--- src/rtl/regfile_wb_arbiter_if.sv ---
// Writeback bundle between two result sources, the arbiter and the regfile write port.
// slave = arbiter side, master = source/regfile-observer side.
interface regfile_wb_arbiter_if #(
    parameter int DATA_W = 32,
    parameter int ADDR_W = 5
);
    logic                   s0_valid;
    logic                   s0_ready;
    logic [ADDR_W-1:0]      s0_rd_addr;
    logic [DATA_W-1:0]      s0_data;
    logic                   s1_valid;
    logic                   s1_ready;
    logic [ADDR_W-1:0]      s1_rd_addr;
    logic [DATA_W-1:0]      s1_data;
    logic                   rf_w_en;
    logic [ADDR_W-1:0]      rf_rd_addr;
    logic [DATA_W-1:0]      rf_w_data;
    logic [2**ADDR_W-1:0]   pending_mask;
    logic                   idle;

    modport slave (
        input  s0_valid, s0_rd_addr, s0_data,
        input  s1_valid, s1_rd_addr, s1_data,
        output s0_ready, s1_ready,
        output rf_w_en, rf_rd_addr, rf_w_data, pending_mask, idle
    );

    modport master (
        output s0_valid, s0_rd_addr, s0_data,
        output s1_valid, s1_rd_addr, s1_data,
        input  s0_ready, s1_ready,
        input  rf_w_en, rf_rd_addr, rf_w_data, pending_mask, idle
    );
endinterface

--- src/rtl/regfile_wb_arbiter.sv ---
// Purpose: two per-source writeback FIFOs, round-robin merged onto one registered regfile write port.
// Latency: push at edge E -> rf_w_en from edge E+1 when granted at once; one write per cycle total.
// Backpressure: sN_ready = FIFO not full (and out of reset); a full FIFO refuses a push even when popped.
module regfile_wb_arbiter #(
    parameter int DEPTH  = 2,
    parameter int DATA_W = 32,
    parameter int ADDR_W = 5
) (
    input  logic                clock,
    input  logic                reset_n,
    regfile_wb_arbiter_if.slave bus
);
    localparam int              PW       = $clog2(DEPTH);
    localparam int              NREG     = 2**ADDR_W;
    localparam logic [PW:0]     CNT_FULL = (PW+1)'(DEPTH);
    localparam logic [PW-1:0]   PTR_ONE  = PW'(1);

    logic [1:0]          in_vld;
    logic [1:0]          in_rdy;
    logic [1:0]          push;
    logic [1:0]          grant;
    logic [1:0]          nonempty;
    logic [ADDR_W-1:0]   in_rd   [2];
    logic [DATA_W-1:0]   in_dat  [2];

    logic [ADDR_W-1:0]   mem_rd  [2][DEPTH];
    logic [DATA_W-1:0]   mem_dat [2][DEPTH];
    logic [PW-1:0]       wptr    [2];
    logic [PW-1:0]       rptr    [2];
    logic [PW:0]         cnt     [2];

    logic                rr_pref;
    logic                sel;
    logic [ADDR_W-1:0]   head_rd;
    logic [DATA_W-1:0]   head_dat;

    logic                rf_w_en_q;
    logic [ADDR_W-1:0]   rf_rd_addr_q;
    logic [DATA_W-1:0]   rf_w_data_q;
    logic [NREG-1:0]     mask;

    assign in_vld    = {bus.s1_valid, bus.s0_valid};
    assign in_rd[0]  = bus.s0_rd_addr;
    assign in_rd[1]  = bus.s1_rd_addr;
    assign in_dat[0] = bus.s0_data;
    assign in_dat[1] = bus.s1_data;

    always_comb begin
        nonempty = '0;
        in_rdy   = '0;
        push     = '0;
        for (int i = 0; i < 2; i++) begin
            nonempty[i] = (cnt[i] != '0);
            in_rdy[i]   = reset_n && (cnt[i] != CNT_FULL);
            push[i]     = in_vld[i] && in_rdy[i];
        end
    end

    // Contention goes to rr_pref; otherwise whichever head exists (at most one).
    assign grant    = (nonempty == 2'b11) ? (rr_pref ? 2'b10 : 2'b01) : nonempty;
    assign sel      = grant[1];
    assign head_rd  = mem_rd[sel][rptr[sel]];
    assign head_dat = mem_dat[sel][rptr[sel]];

    always_ff @(posedge clock) begin
        for (int i = 0; i < 2; i++) begin
            if (push[i]) begin
                mem_rd[i][wptr[i]]  <= in_rd[i];
                mem_dat[i][wptr[i]] <= in_dat[i];
            end
        end
    end

    always_ff @(posedge clock or negedge reset_n) begin
        if (!reset_n) begin
            for (int i = 0; i < 2; i++) begin
                wptr[i] <= '0;
                rptr[i] <= '0;
                cnt[i]  <= '0;
            end
            rr_pref      <= 1'b0;
            rf_w_en_q    <= 1'b0;
            rf_rd_addr_q <= '0;
            rf_w_data_q  <= '0;
        end else begin
            for (int i = 0; i < 2; i++) begin
                if (push[i])  wptr[i] <= wptr[i] + PTR_ONE;
                if (grant[i]) rptr[i] <= rptr[i] + PTR_ONE;
                cnt[i] <= cnt[i] + {{PW{1'b0}}, push[i]} - {{PW{1'b0}}, grant[i]};
            end
            if (nonempty == 2'b11) rr_pref <= ~rr_pref;
            // x0 targets still take the slot but never raise the write enable.
            rf_w_en_q <= (|grant) && (head_rd != '0);
            if (|grant) begin
                rf_rd_addr_q <= head_rd;
                rf_w_data_q  <= head_dat;
            end
        end
    end

    always_comb begin
        mask = '0;
        for (int s = 0; s < 2; s++) begin
            for (int k = 0; k < DEPTH; k++) begin
                if ((PW+1)'(k) < cnt[s]) mask[mem_rd[s][rptr[s] + PW'(k)]] = 1'b1;
            end
        end
        if (rf_w_en_q) mask[rf_rd_addr_q] = 1'b1;
        mask[0] = 1'b0;
    end

    assign bus.s0_ready     = in_rdy[0];
    assign bus.s1_ready     = in_rdy[1];
    assign bus.rf_w_en      = rf_w_en_q;
    assign bus.rf_rd_addr   = rf_rd_addr_q;
    assign bus.rf_w_data    = rf_w_data_q;
    assign bus.pending_mask = mask;
    assign bus.idle         = (nonempty == 2'b00) && !rf_w_en_q;
endmodule

--- src/flat_wrapper.sv ---
// flat-port wrapper written by rule: the top's interface ports become plain ports
module regfile_wb_arbiter_flat 
#(
    parameter int DEPTH  = 2,
    parameter int DATA_W = 32,
    parameter int ADDR_W = 5
)
  (clock, reset_n, bus_s0_valid, bus_s0_rd_addr, bus_s0_data, bus_s1_valid, bus_s1_rd_addr, bus_s1_data, bus_s0_ready, bus_s1_ready, bus_rf_w_en, bus_rf_rd_addr, bus_rf_w_data, bus_pending_mask, bus_idle);
  regfile_wb_arbiter_if #(.DATA_W(DATA_W), .ADDR_W(ADDR_W)) bus_i ();
  input  logic clock;
  input  logic reset_n;
  input wire logic [$bits(bus_i.s0_valid)-1:0] bus_s0_valid;
  input wire logic [$bits(bus_i.s0_rd_addr)-1:0] bus_s0_rd_addr;
  input wire logic [$bits(bus_i.s0_data)-1:0] bus_s0_data;
  input wire logic [$bits(bus_i.s1_valid)-1:0] bus_s1_valid;
  input wire logic [$bits(bus_i.s1_rd_addr)-1:0] bus_s1_rd_addr;
  input wire logic [$bits(bus_i.s1_data)-1:0] bus_s1_data;
  output wire logic [$bits(bus_i.s0_ready)-1:0] bus_s0_ready;
  output wire logic [$bits(bus_i.s1_ready)-1:0] bus_s1_ready;
  output wire logic [$bits(bus_i.rf_w_en)-1:0] bus_rf_w_en;
  output wire logic [$bits(bus_i.rf_rd_addr)-1:0] bus_rf_rd_addr;
  output wire logic [$bits(bus_i.rf_w_data)-1:0] bus_rf_w_data;
  output wire logic [$bits(bus_i.pending_mask)-1:0] bus_pending_mask;
  output wire logic [$bits(bus_i.idle)-1:0] bus_idle;
  assign bus_i.s0_valid = bus_s0_valid;
  assign bus_i.s0_rd_addr = bus_s0_rd_addr;
  assign bus_i.s0_data = bus_s0_data;
  assign bus_i.s1_valid = bus_s1_valid;
  assign bus_i.s1_rd_addr = bus_s1_rd_addr;
  assign bus_i.s1_data = bus_s1_data;
  assign bus_s0_ready = bus_i.s0_ready;
  assign bus_s1_ready = bus_i.s1_ready;
  assign bus_rf_w_en = bus_i.rf_w_en;
  assign bus_rf_rd_addr = bus_i.rf_rd_addr;
  assign bus_rf_w_data = bus_i.rf_w_data;
  assign bus_pending_mask = bus_i.pending_mask;
  assign bus_idle = bus_i.idle;
  regfile_wb_arbiter #(.DEPTH(DEPTH), .DATA_W(DATA_W), .ADDR_W(ADDR_W)) u_core (.clock(clock), .reset_n(reset_n), .bus(bus_i));
endmodule
--- config.mk ---
export PLATFORM = sky130hd
export DESIGN_NAME = regfile_wb_arbiter_flat
export DESIGN_NICKNAME = d
export VERILOG_FILES = /design/src/rtl/regfile_wb_arbiter_if.sv /design/src/rtl/regfile_wb_arbiter.sv /design/src/flat_wrapper.sv
export SDC_FILE = /design/constraint.sdc
export NUM_CORES = 1
export LEC_CHECK = 0
export BUFFER_PORTS_ARGS = -buffer_cell sky130_fd_sc_hd__buf_2
export CAP_MARGIN = 20
export CELL_PAD_IN_SITES_DETAIL_PLACEMENT = 1
export CELL_PAD_IN_SITES_GLOBAL_PLACEMENT = 1
export CORE_AREA = 2 2 141 143
export DETAILED_ROUTE_END_ITERATION = 16
export DIE_AREA = 0 0 143 145
export PLACE_DENSITY_LB_ADDON = 0.1
export SLEW_MARGIN = 20
export SYNTH_ARGS = -nofsm -noshare
export SYNTH_HDL_FRONTEND = slang
export SYNTH_SLANG_ARGS = --single-unit
--- constraint.sdc ---
create_clock -name clock -period 6.85 [get_ports clock]
set_clock_uncertainty 0.15 [all_clocks]
set_input_delay 1.37 -clock clock [delete_from_list [all_inputs] [get_ports clock]]
set_output_delay 1.37 -clock clock [all_outputs]
set_load 0.03 [all_outputs]
==> results.json <==
{
  "cts_sinks": 195,
  "worstPathArrival_ns": 3.40,
  "hold_violations": 0,
  "syn-mean-instance-area_um2": 12.26,
  "synth_common_cells": "edfxtp_1 (148), a211oi_1 (73), nor2b_1 (71), nand2_1 (64), nand3_1 (57)",
  "clk_latency_ns": 0.44,
  "rsz0062_at_grt": "false",
  "status": "complete, no violations",
  "antenna_left": 0,
  "layoutNonFillerInstCount": 1159,
  "ys_seq_elements": 195,
  "die_width_um": 143,
  "slew_headroom_pct": 21.39,
  "place_congestion": 0.9908,
  "grt_max_degree": 102,
  "cts.clk_slew.worst_paths_ns": 0.08,
  "power_mw": 5.171,
  "drv_slew": 0,
  "cts_root_buf": "clkbuf_16",
  "initial_utilization_pct": 48.20,
  "min_period_ns": 4.924,
  "post-route-util_pct": 56.35,
  "drc": 0,
  "drive_above_1_share_pct": 24.38,
  "cts_made_buffers": 17,
  "critPathLaunchType": "flip-flop",
  "synth-edff-count": 148,
  "ys.flop_type": "edfxtp_1",
  "fmax_mhz": 203.1,
  "critical_path_class": "flip-flop to primary output",
  "hold_class": "flip-flop to flip-flop",
  "dieArea_um2": 20740,
  "clk_path_buf_depth": 2,
  "placed_area_um2": 10180,
  "num_vias": 7144,
  "critPathCaptureType": "primary output",
  "rows": 51,
  "synth_cells": 755,
  "cts_setup_buffers": 0,
  "fin_area_um2": 10820,
  "hp-start": "u_core.bus.rf_w_data[17]$_DFFE_PN0P_",
  "routed_wl_um": 28610,
  "cp-startpoint": "u_core.rptr[0]$_DFFE_PN0N_",
  "yosysMostFrequentCell": "edfxtp_1",
  "nets": 963,
  "drt_iter0_markers": 531,
  "core_um2": 19210,
  "synth-seq-area-share_pct": 60.71,
  "syn-num-nets": 837,
  "via_per_inst": 6.164,
  "cts_tree": "done",
  "cts_resized": 0,
  "yosys.area.top_type": "edfxtp_1",
  "htree_num_levels": 4,
  "antenna_found_initial": 0,
  "cts_hold_buf": 0,
  "final.setup.tns_ns": 0,
  "place_inst": 1127,
  "grt_overflow_total": 0,
  "finalCritPeriodShare_pct": 71.88,
  "grt_pass1_vias": 7766,
  "finalSetupViolCount": 0,
  "area_growth_syn_to_layout_pct": 16.91,
  "diodes": 0,
  "cp_max_fo": 101,
  "synth_cell_types": 55,
  "power_leakage_nw": 3.885,
  "p_per_area_nw_per_um2": 477.8,
  "syn-cell-area_um2": 9258,
  "yosys_warnings": 0,
  "portBuffers": 149,
  "required_ns": 5.33,
  "maxCapViolCount": 0,
  "grtUsageTotal_pct": 28.20,
  "max-vdd-ir-drop_v": 0.0003119,
  "r2r_start": "u_core.cnt[3]$_DFF_PN0_",
  "synthTopCellsByArea": "edfxtp_1 (48%), dfrtp_1 (13%), a211oi_1 (5.9%), nor2b_1 (4.8%), a22oi_1 (3.6%)",
  "synthArstFlopShare_pct": 24.10,
  "dp_hpwl_um": 19120,
  "rrSetupSlack_ns": 3.76,
  "io_pins": 151,
  "grt_pass1_wl_um": 44050,
  "synth_top_area_share_pct": 48.01,
  "post_drt_wl_per_cell_um": 24.68,
  "firstDrtPassIters": 6,
  "die_h_um": 145,
  "worst_slew_pin_slew_ns": 1.177
}
## placed cells by master, fill, tap and decap left out, types with 5 or more instances in the layout
cell | Yosys | layout
o21ai_1 | 6 | 6
clkbuf_16 | 0 | 17
a22oi_1 | 45 | 45
nor2b_1 | 71 | 71
clkinv_8 | 0 | 6
nor2_1 | 15 | 13
edfxtp_1 | 148 | 148
a32oi_1 | 15 | 15
o22ai_1 | 14 | 14
dfrtp_1 | 47 | 45
nand2b_1 | 16 | 16
nand3_1 | 57 | 57
buf_4 | 6 | 6
or2_2 | 5 | 5
inv_1 | 12 | 12
o31ai_1 | 40 | 40
mux2i_1 | 6 | 6
a211oi_1 | 73 | 73
nand2_1 | 64 | 64
buf_2 | 22 | 149
nand3b_1 | 8 | 8
xnor2_1 | 8 | 8
## per-layer routing
| layer | part of all wire (%) | track usage, % | wire [um] | vias up |
|---|---|---|---|---|
| met1 | 40 | 35.70 | 11560 | 3611 |
| met2 | 49 | 46.56 | 14070 | 276 |
| met4 | 3.5 | 12.08 | 997 | 0 |
| li1 | - | - | - | 3199 |
| met3 | 6.9 | 6.106 | 1984 | 58 |
| met5 | 0 | 0 | 0 | - |
## metrics by stage
stage                     hold WS (ns)  setup WS (ns)
after floorplan                 0.3108          2.224
after global routing            0.3593          1.775
after CTS                       0.3330          1.976
after global placement          0.3082          2.541
final                           0.3296          1.926
after detailed placement        0.3149          2.469
## logic make-up (layout without fill, tap and decap cells)
| group | Yosys count | after routing | share of synthesized area (%) |
|---|---|---|---|
| and+or+nand+nor | 264 | 264 | 15.48 |
| xor gates and xnor gates | 9 | 9 | 0.8515 |
| DFF | 195 | 195 | 60.71 |
| AOI/OAI and AO/OA | 213 | 213 | 18.35 |
| buffers and inverters | 61 | 200 | 3.095 |
| other | 1 | 1 | 0.04051 |
| adders and majority gates | 4 | 4 | 0.5406 |
| muxes | 8 | 8 | 0.9325 |
## sequential cells by signal, indices dropped and copies added (netlist names), 2 cells and up
signal                 count
u_core.cnt                 4
u_core.bus.rf_w_data      32
u_core.rptr                2
u_core.mem_rd             20
u_core.bus.rf_rd_addr      5
u_core.wptr                2
u_core.mem_dat           128
## worst paths after layout
path                                                         to  depth (start not counted)
min in group asynchronous            u_core.rptr[1]$_DFFE_PN0P_                          1
hold / removal             u_core.bus.rf_w_data[17]$_DFFE_PN0P_                          2
max in group asynchronous            u_core.rptr[0]$_DFFE_PN0N_                          2
setup reg to reg                        u_core.cnt[1]$_DFF_PN0_                          9
setup / recovery                            bus_pending_mask[7]                          5
hold reg to reg            u_core.bus.rf_w_data[17]$_DFFE_PN0P_                          2
## worst max-delay path, cell delays in order (launching register included)
cell and delay, ns:
dfrtp_4 1.12, mux2_2 0.46, nor2_1 0.69, a32oi_1 0.27, nand3_1 0.16, buf_2 0.21
## final cells by class
cell class / instances / area (um^2)
fillers: 1979 / 8384
flip-flops and latches: 195 / 5625
multi-input cells: 499 / 3388
repair buffers: 155 / 790.8
clock buffers: 17 / 425.4
well taps: 265 / 331.6
clock inverters: 15 / 212.7
inverters: 13 / 48.80
## power breakdown
part / switching, mW / internal, mW / total [mW]
sequential: 0.347 / 1.56 / 1.91
combinational: 1.53 / 0.672 / 2.20
clock: 0.553 / 0.512 / 1.06
Note: power is estimated with default switching activity, not from simulation.
